==> config.mk <==
export PLATFORM = sky130hd
export DESIGN_NAME = vicuna_cluster_ctrl
export DESIGN_NICKNAME = d
export VERILOG_FILES = /design/src/rtl/tlul_pkg.sv /design/src/rtl/vicuna_cluster_ctrl_pkg.sv /design/src/rtl/vicuna_cluster_ctrl_core.sv /design/src/rtl/vicuna_cluster_ctrl.sv
export SDC_FILE = /design/constraint.sdc
export NUM_CORES = 1
export LEC_CHECK = 0
export ABC_AREA = 0
export BUFFER_PORTS_ARGS = -buffer_cell sky130_fd_sc_hd__buf_4
export CAP_MARGIN = 10
export CORE_ASPECT_RATIO = 0.5
export CORE_UTILIZATION = 45
export CTS_CLUSTER_DIAMETER = 40
export CTS_CLUSTER_SIZE = 10
export DETAILED_ROUTE_END_ITERATION = 10
export MAX_ROUTING_LAYER = met4
export PLACE_DENSITY = 0.78
export SLEW_MARGIN = 20
export SYNTH_ARGS = -nofsm -noshare
export SYNTH_HDL_FRONTEND = slang
export SYNTH_SLANG_ARGS = --single-unit
==> constraint.sdc <==
create_clock -name clk_i -period 3.5 [get_ports clk_i]
set_input_delay 0.35 -clock clk_i [delete_from_list [all_inputs] [get_ports clk_i]]
set_output_delay 0.35 -clock clk_i [all_outputs]
set_load 0.05 [all_outputs]
==> src/rtl/tlul_pkg.sv <==
// TL-UL bus types, opcodes and the response integrity generator shared by
// devices on the management peripherals crossbar.
package tlul_pkg;

  localparam logic [2:0] PutFullData    = 3'h0;
  localparam logic [2:0] PutPartialData = 3'h1;
  localparam logic [2:0] Get            = 3'h4;

  localparam logic [2:0] AccessAck      = 3'h0;
  localparam logic [2:0] AccessAckData  = 3'h1;

  typedef struct packed {
    logic        a_valid;
    logic [2:0]  a_opcode;
    logic [2:0]  a_param;
    logic [1:0]  a_size;
    logic [7:0]  a_source;
    logic [31:0] a_address;
    logic [3:0]  a_mask;
    logic [31:0] a_data;
    logic        d_ready;
  } tl_h2d_t;

  typedef struct packed {
    logic        d_valid;
    logic [2:0]  d_opcode;
    logic [2:0]  d_param;
    logic [1:0]  d_size;
    logic [7:0]  d_source;
    logic        d_sink;
    logic [31:0] d_data;
    logic [13:0] d_user;
    logic        d_error;
    logic        a_ready;
  } tl_d2h_t;

  // Folds a 64-bit vector into a 7-bit check code.
  function automatic logic [6:0] fold7(input logic [63:0] v);
    logic [6:0] r;
    r = '0;
    for (int i = 0; i < 64; i++) begin
      r[i % 7] = r[i % 7] ^ v[i];
    end
    return r;
  endfunction

  // Response integrity: {header code, data code} carried on d_user.
  function automatic logic [13:0] gen_rsp_user(input logic [2:0]  op,
                                               input logic [1:0]  size,
                                               input logic        err,
                                               input logic [31:0] data);
    return {fold7({56'h0, op, size, err, 2'b00}), fold7({32'h0, data})};
  endfunction

endpackage

==> src/rtl/vicuna_cluster_ctrl_pkg.sv <==
// Register map, per-core state encoding and STATUS layout for the vicuna
// cluster controller.
package vicuna_cluster_ctrl_pkg;

  localparam int MaxCores = 8;
  localparam int RegAw    = 8;

  localparam logic [RegAw-1:0] CtrlOff       = 8'h00;
  localparam logic [RegAw-1:0] StatusOff     = 8'h04;
  localparam logic [RegAw-1:0] BootAddrOff   = 8'h08;
  localparam logic [RegAw-1:0] IntrStateOff  = 8'h0C;
  localparam logic [RegAw-1:0] IntrEnableOff = 8'h10;
  localparam logic [RegAw-1:0] CyclesOff     = 8'h20;

  localparam int StatusRunLsb  = 0;
  localparam int StatusDoneLsb = 8;

  typedef enum logic [1:0] {
    IDLE = 2'd0,
    RUN  = 2'd1,
    DONE = 2'd2
  } core_state_e;

  // Offset of the cycle counter register for core i.
  function automatic logic [RegAw-1:0] cycles_off(input int i);
    return CyclesOff + RegAw'(4 * i);
  endfunction

endpackage

==> src/rtl/vicuna_cluster_ctrl_core.sv <==
// Per-core launch FSM (IDLE/RUN/DONE) with run-cycle counter.
// Macro VICUNA_CLUSTER_CTRL_CYCLE_CNT_EN: when defined the saturating cycle
// counter is built; otherwise cycles_o is tied to zero.
// A CTRL write (run_i or stop_i) in the same cycle as done_i wins: the done
// is dropped and no event is raised.
module vicuna_cluster_ctrl_core
  import vicuna_cluster_ctrl_pkg::*;
#(
  parameter int CntW = 32
) (
  input  logic            clk_i,
  input  logic            rst_ni,
  input  logic            run_i,
  input  logic            stop_i,
  input  logic            done_i,
  output core_state_e     state_o,
  output logic            core_rst_no,
  output logic            done_evt_o,
  output logic [CntW-1:0] cycles_o
);

  core_state_e state_q, state_d;

  // State register.
  always_ff @(posedge clk_i or negedge rst_ni) begin
    if (!rst_ni) state_q <= IDLE;
    else         state_q <= state_d;
  end

  // Next-state logic and completion event.
  always_comb begin
    state_d    = state_q;
    done_evt_o = 1'b0;
    unique case (state_q)
      IDLE: if (run_i) state_d = RUN;
      RUN: begin
        if (stop_i) begin
          state_d = IDLE;
        end else if (!run_i && done_i) begin
          state_d    = DONE;
          done_evt_o = 1'b1;
        end
      end
      DONE: begin
        if (run_i)       state_d = RUN;
        else if (stop_i) state_d = IDLE;
      end
      default: state_d = IDLE;
    endcase
  end

  assign state_o     = state_q;
  assign core_rst_no = (state_q == RUN);

`ifdef VICUNA_CLUSTER_CTRL_CYCLE_CNT_EN
  logic [CntW-1:0] cnt_q;

  // Cleared on launch, counts every cycle spent in RUN, saturates at all-ones.
  always_ff @(posedge clk_i or negedge rst_ni) begin
    if (!rst_ni) begin
      cnt_q <= '0;
    end else if (state_q != RUN && run_i) begin
      cnt_q <= '0;
    end else if (state_q == RUN && cnt_q != '1) begin
      cnt_q <= cnt_q + CntW'(1);
    end
  end

  assign cycles_o = cnt_q;
`else
  assign cycles_o = '0;
`endif

endmodule

==> src/rtl/vicuna_cluster_ctrl.sv <==
// TL-UL register device that launches vicuna cores and reports completion.
// Macro VICUNA_CLUSTER_CTRL_CYCLE_CNT_EN enables the per-core CYCLES counters;
// without it the CYCLES offsets still decode and read zero.
// Handshake: one transaction in flight. a_ready = !rsp_valid_q; a request is
// taken on a_valid && a_ready, its response is valid the following cycle and
// is held until d_ready.
module vicuna_cluster_ctrl
  import tlul_pkg::*;
  import vicuna_cluster_ctrl_pkg::*;
#(
  parameter int          NumCores        = 2,
  parameter logic [31:0] BootAddrDefault = 32'h0000_0000,
  parameter int          CntW            = 32
) (
  input  logic                clk_i,
  input  logic                rst_ni,
  input  tlul_pkg::tl_h2d_t   tl_i,
  output tlul_pkg::tl_d2h_t   tl_o,
  output logic [NumCores-1:0] core_rst_no,
  output logic [31:0]         core_boot_addr_o,
  input  logic [NumCores-1:0] core_done_i,
  output logic                irq_o
);

  logic                rsp_valid_q, rsp_err_q;
  logic [2:0]          rsp_op_q;
  logic [1:0]          rsp_size_q;
  logic [7:0]          rsp_source_q;
  logic [31:0]         rsp_data_q;
  logic [31:0]         boot_q;
  logic [NumCores-1:0] intr_state_q, intr_en_q;
  logic                irq_q;

  core_state_e         core_state [NumCores];
  logic [CntW-1:0]     cycles     [NumCores];
  logic [NumCores-1:0] running, done_st, done_evt;

  logic                a_ready, req, is_get, is_put, err;
  logic                hit_ctrl, hit_status, hit_boot, hit_intr_state, hit_intr_en;
  logic                hit_cycles, mapped, hit_ro;
  logic                wr, ctrl_wr;
  logic [RegAw-1:0]    offset;
  logic [31:0]         rdata;

  assign a_ready = !rsp_valid_q;
  assign req     = tl_i.a_valid && a_ready;
  assign offset  = tl_i.a_address[RegAw-1:0];
  assign is_get  = (tl_i.a_opcode == Get);
  assign is_put  = (tl_i.a_opcode == PutFullData) || (tl_i.a_opcode == PutPartialData);

  // Address decode and legality of the incoming request.
  always_comb begin
    hit_ctrl       = (offset == CtrlOff);
    hit_status     = (offset == StatusOff);
    hit_boot       = (offset == BootAddrOff);
    hit_intr_state = (offset == IntrStateOff);
    hit_intr_en    = (offset == IntrEnableOff);
    hit_cycles     = 1'b0;
    for (int i = 0; i < NumCores; i++) begin
      if (offset == cycles_off(i)) hit_cycles = 1'b1;
    end
    mapped = hit_ctrl | hit_status | hit_boot | hit_intr_state | hit_intr_en | hit_cycles;
    hit_ro = hit_status | hit_cycles;
    err    = !(is_get || is_put) || (tl_i.a_size != 2'd2) || !mapped ||
             (is_put && ((tl_i.a_mask != 4'hF) || hit_ro));
  end

  assign wr      = req && is_put && !err;
  assign ctrl_wr = wr && hit_ctrl;

  // One controller per core; CTRL bit i set launches, clear stops.
  for (genvar g = 0; g < NumCores; g++) begin : g_core
    vicuna_cluster_ctrl_core #(
      .CntW (CntW)
    ) u_core (
      .clk_i       (clk_i),
      .rst_ni      (rst_ni),
      .run_i       (ctrl_wr && tl_i.a_data[g]),
      .stop_i      (ctrl_wr && !tl_i.a_data[g]),
      .done_i      (core_done_i[g]),
      .state_o     (core_state[g]),
      .core_rst_no (core_rst_no[g]),
      .done_evt_o  (done_evt[g]),
      .cycles_o    (cycles[g])
    );
    assign running[g] = (core_state[g] == RUN);
    assign done_st[g] = (core_state[g] == DONE);
  end

  // Read data mux, evaluated on the accepting cycle.
  always_comb begin
    rdata = '0;
    if (hit_ctrl) rdata[NumCores-1:0] = running;
    if (hit_status) begin
      rdata[StatusRunLsb +: NumCores]  = running;
      rdata[StatusDoneLsb +: NumCores] = done_st;
    end
    if (hit_boot)       rdata = {boot_q[31:2], 2'b00};
    if (hit_intr_state) rdata[NumCores-1:0] = intr_state_q;
    if (hit_intr_en)    rdata[NumCores-1:0] = intr_en_q;
    for (int i = 0; i < NumCores; i++) begin
      if (offset == cycles_off(i)) rdata = 32'(cycles[i]);
    end
  end

  // Software-visible registers; boot address only changes with all cores idle,
  // and a hardware interrupt set beats a same-cycle W1C.
  always_ff @(posedge clk_i or negedge rst_ni) begin
    if (!rst_ni) begin
      boot_q       <= BootAddrDefault;
      intr_state_q <= '0;
      intr_en_q    <= '0;
      irq_q        <= 1'b0;
    end else begin
      if (wr && hit_boot && (running == '0) && (done_st == '0)) begin
        boot_q <= {tl_i.a_data[31:2], 2'b00};
      end
      if (wr && hit_intr_en) intr_en_q <= tl_i.a_data[NumCores-1:0];
      if (wr && hit_intr_state) begin
        intr_state_q <= (intr_state_q & ~tl_i.a_data[NumCores-1:0]) | done_evt;
      end else begin
        intr_state_q <= intr_state_q | done_evt;
      end
      irq_q <= |(intr_state_q & intr_en_q);
    end
  end

  // Response register: captured on accept, released on d_ready.
  always_ff @(posedge clk_i or negedge rst_ni) begin
    if (!rst_ni) begin
      rsp_valid_q  <= 1'b0;
      rsp_err_q    <= 1'b0;
      rsp_op_q     <= AccessAck;
      rsp_size_q   <= '0;
      rsp_source_q <= '0;
      rsp_data_q   <= '0;
    end else if (req) begin
      rsp_valid_q  <= 1'b1;
      rsp_err_q    <= err;
      rsp_op_q     <= is_get ? AccessAckData : AccessAck;
      rsp_size_q   <= tl_i.a_size;
      rsp_source_q <= tl_i.a_source;
      rsp_data_q   <= (is_get && !err) ? rdata : 32'h0;
    end else if (tl_i.d_ready) begin
      rsp_valid_q  <= 1'b0;
    end
  end

  // Drive the response channel.
  always_comb begin
    tl_o          = '0;
    tl_o.d_valid  = rsp_valid_q;
    tl_o.d_opcode = rsp_op_q;
    tl_o.d_size   = rsp_size_q;
    tl_o.d_source = rsp_source_q;
    tl_o.d_data   = rsp_data_q;
    tl_o.d_error  = rsp_err_q;
    tl_o.d_user   = gen_rsp_user(rsp_op_q, rsp_size_q, rsp_err_q, rsp_data_q);
    tl_o.a_ready  = a_ready;
  end

  assign core_boot_addr_o = boot_q;
  assign irq_o            = irq_q;

  logic unused_tl;
  assign unused_tl = ^{tl_i.a_param, tl_i.a_address[31:RegAw]};

endmodule

==> key figures <==
Power and ir drop
  • Largest vdd supply drop: 0.000245 V
  • Pwr dens: 426 nW/µm²
  • Leakage: 0.00284 µW

Synthesis
  • Synth Flop Type: dfrtp_1
  • Post-synth top area share: between 50% and 60%
  • Flops & latches, synth: 84
  • Number of flops mapped to enable cells by yosys: 0
  • Mapped Cells: 318
  • Ranking of synthesized cells by area: dfrtp_1 54%, mux2_4 11%, a22o_1 6.9%
  • Mean area per synthesized cell: 12.4 µm²
  • Post-synthesis instance area: a little under 4000 µm²
  • Distinct cells, synth: 41
  • Post-synth top cells: 84 x dfrtp_1, 41 x nand2_1, 31 x a22o_1
  • Cell with the most instances after synthesis: dfrtp_1
  • Leading area contributor after synthesis: dfrtp_1
  • Seq/Total Area, Yosys: between 50 and 60%
  • Share of synthesized registers carrying an async set or reset: 100%
  • Ys Warns: 0

Drt
  • Via count: ~2900
  • TritonRoute pass-1 iters: 4
  • Drt drc: 0
  • Total Routed Length: between 9000 and 10000 µm
  • Initial drt markers: 160
  • DR WL/cell: ~16 µm
  • Routed Antenna Nets: 0
  • Vias per cell: 5.02

Placed design
  • Pre-CTS setup slack: approximately 1.1 ns
  • Port Buf Inserts: roughly 150
  • Dpl cell area: a little over 5000 µm²
  • Cells after DPL: 563
  • Gpl congestion: 0.868
  • Post-DP HPWL: 6600 µm

Flow run
  • Max Cap Viol: 0

Worst setup path
  • Largest stage delay, worst path: between 0.7 and 0.8 ns
  • Setup crit start: g_core[1].u_core.state_o[1]
  • Critical path arrival: about 2.5 ns
  • WS Path Type: register to register
  • Worst Path Max Fanout: 30
  • Startpoint of the worst register-to-register path: g_core[1].u_core.state_o[1]
  • Worst EP required: between 3 and 4 ns
  • Worst Setup End Kind: register
  • Slowest CP cell: or4_4
  • Setup crit start kind: register
  • Crit path cell chain: xor2_1, a2111o_1, or4_4, mux2_4
  • Buf+Inv Stages, Crit Path: 0
  • CP top delay family: simple AND/OR/NAND/NOR gates

Timing
  • Worst relative slew slack: around half
  • Final TNS setup: 0 ns
  • Fmax: 443 MHz
  • RSZ-0062 raised after global routing: false
  • Setup violations, final: 0
  • Worst setup margin: between 1 and 1.5 ns
  • Final period util: 64.5%
  • Post-Route Skew: 0.00554 ns
  • Tmin final: 2.26 ns
  • Worst slew pin tran: 0.761 ns
  • Final Max Slew Viols: 0
  • Final Hold Fails: 0

Die
  • Num rows: 23
  • Io pins: 191
  • DIE WIDTH: roughly 130 µm
  • Starting Density: 47.7%
  • Core area: slightly above 8000 µm²
  • Die Area: 9130 µm²
  • Die Height: 68.1 µm

Clock tree
  • CTS root buf: clkbuf_16
  • Worst skew pair latency: 0.33 ns
  • CTS-repair resized insts: 0
  • CTS tree: yes
  • Total CTS buffers: 9
  • CTS sink cnt: 84
  • Post-CTS setup buffer count: 0
  • H-Tree Level Count: 3
  • Cts hold-fix bufs: 0
  • Clock buffer depth: 2
  • Clock-pin slew on the worst setup and hold paths: roughly 0.060 ns

Final layout
  • Final cell count without fillers: 579
  • ANT cells: 0
  • Final nets: roughly 550
  • Share of layout cells above drive strength 1: 45.0%
  • Area added between synthesis and finish: 35.7%
  • Fill cells: approximately 670
  • Final Util: 64.8%
  • Final instance area: 5330 µm²

Global route
  • GRT overflow: 0
  • Largest net degree at the start of global routing: 85
  • GR Util All Layers: 21.7%
  • Initial antenna violation count: 0
  • Vias in the first global route: between 2000 and 3000
  • First-pass GRT wire length: ~14000 µm

Worst hold path
  • Worst hold path type: input port to asynchronous set/reset pin

Outcome
  • Outcome: completed
==> final timing paths <==
kind,slack [ns],endpoint,cells past startpoint
setup reg to reg,1.24,core_boot_addr_o[16],4
hold reg to reg,0.47,rsp_source_q[4],2
hold / removal,0.06,rsp_source_q[6],1
min in group clk_i,0.20,rsp_valid_q,2
setup / recovery,1.24,core_boot_addr_o[16],4
max in group asynchronous,2.90,core_boot_addr_o[16],1
==> cells in the final DEF, fill, tap and decap left out, drive strengths merged, types with 3 or more instances in the layout <==
cell,n
buf,155
dfrtp,84
nand2,41
mux2,32
a22o,31
xnor2,22
conb,11
clkbuf,11
nor2,9
o21ai,8
nor2b,6
nand3,6
xor2,5
inv,5
a21oi,5
nor4b,4
clkinvlp,3
==> area by class of cell <==
cell class / instances / area, µm² / share of cell area, %
timing repair buffer: 155 / 1170 / 21.9
clock inverter: 5 / 36.3 / 0.681
inverter: 5 / 18.8 / 0.352
clock buffer: 11 / 253 / 4.74
multi-input combinational: 207 / 1610 / 30.3
tap: 112 / 140 / 2.63
sequential: 84 / 2100 / 39.4
==> kinds of logic (layout without fill, tap and decap cells) <==
logic type | Yosys count | count (layout) | synth area share [%]
xor+xnor | 27 | 27 | 6.02
simple gates | 81 | 81 | 11.0
other cells | 1 | 11 | 0.0955
mux | 32 | 32 | 12.0
compound gates | 56 | 56 | 11.0
flops | 84 | 84 | 53.5
buf+inv | 37 | 176 | 6.34
==> worst reg2reg max path, cell delays in order (launching register included) <==
cell and delay (ns):
dfrtp_1 0.42, xor2_1 0.19, a2111o_1 0.40, or4_4 0.72, mux2_4 0.42
==> registers in the layout, summed over array words and instances, names as in the netlist <==
name,cells
intr_state_q,2
rsp_err_q,1
irq_o,1
core_boot_addr_o,30
rsp_valid_q,1
rsp_op_q,1
rsp_source_q,8
g_core.u_core.state_o,4
intr_en_q,2
rsp_data_q,32
rsp_size_q,2
==> power breakdown <==
part | leakage, µW | internal, µW | switching, µW | total [µW]
clock | 0.000134 | 519 | 380 | 900
sequential | 0.00115 | 998 | 17.7 | 1020
combinational | 0.00155 | 110 | 245 | 355
total | 0.00284 | 1630 | 643 | 2270
==> metal layers <==
layer / up-vias / global-route usage, % / wire length, µm
li1: 1384 / - / -
met1: 1429 / 28.2 / 4080
met2: 91 / 35.2 / 4620
met3: 4 / 4.52 / 379
met4: 0 / 5.48 / 45
met5: - / - / 0
==> stage by stage <==
stage               power (µW)  hold slack (ns)
finish                    2270           0.0623
global route              2370            0.129
CTS                       2290            0.195
detailed placement        1390            0.463
global placement          1390            0.461
floorplan                 1260           0.0544
Note: power is estimated with default switching activity, not from simulation.
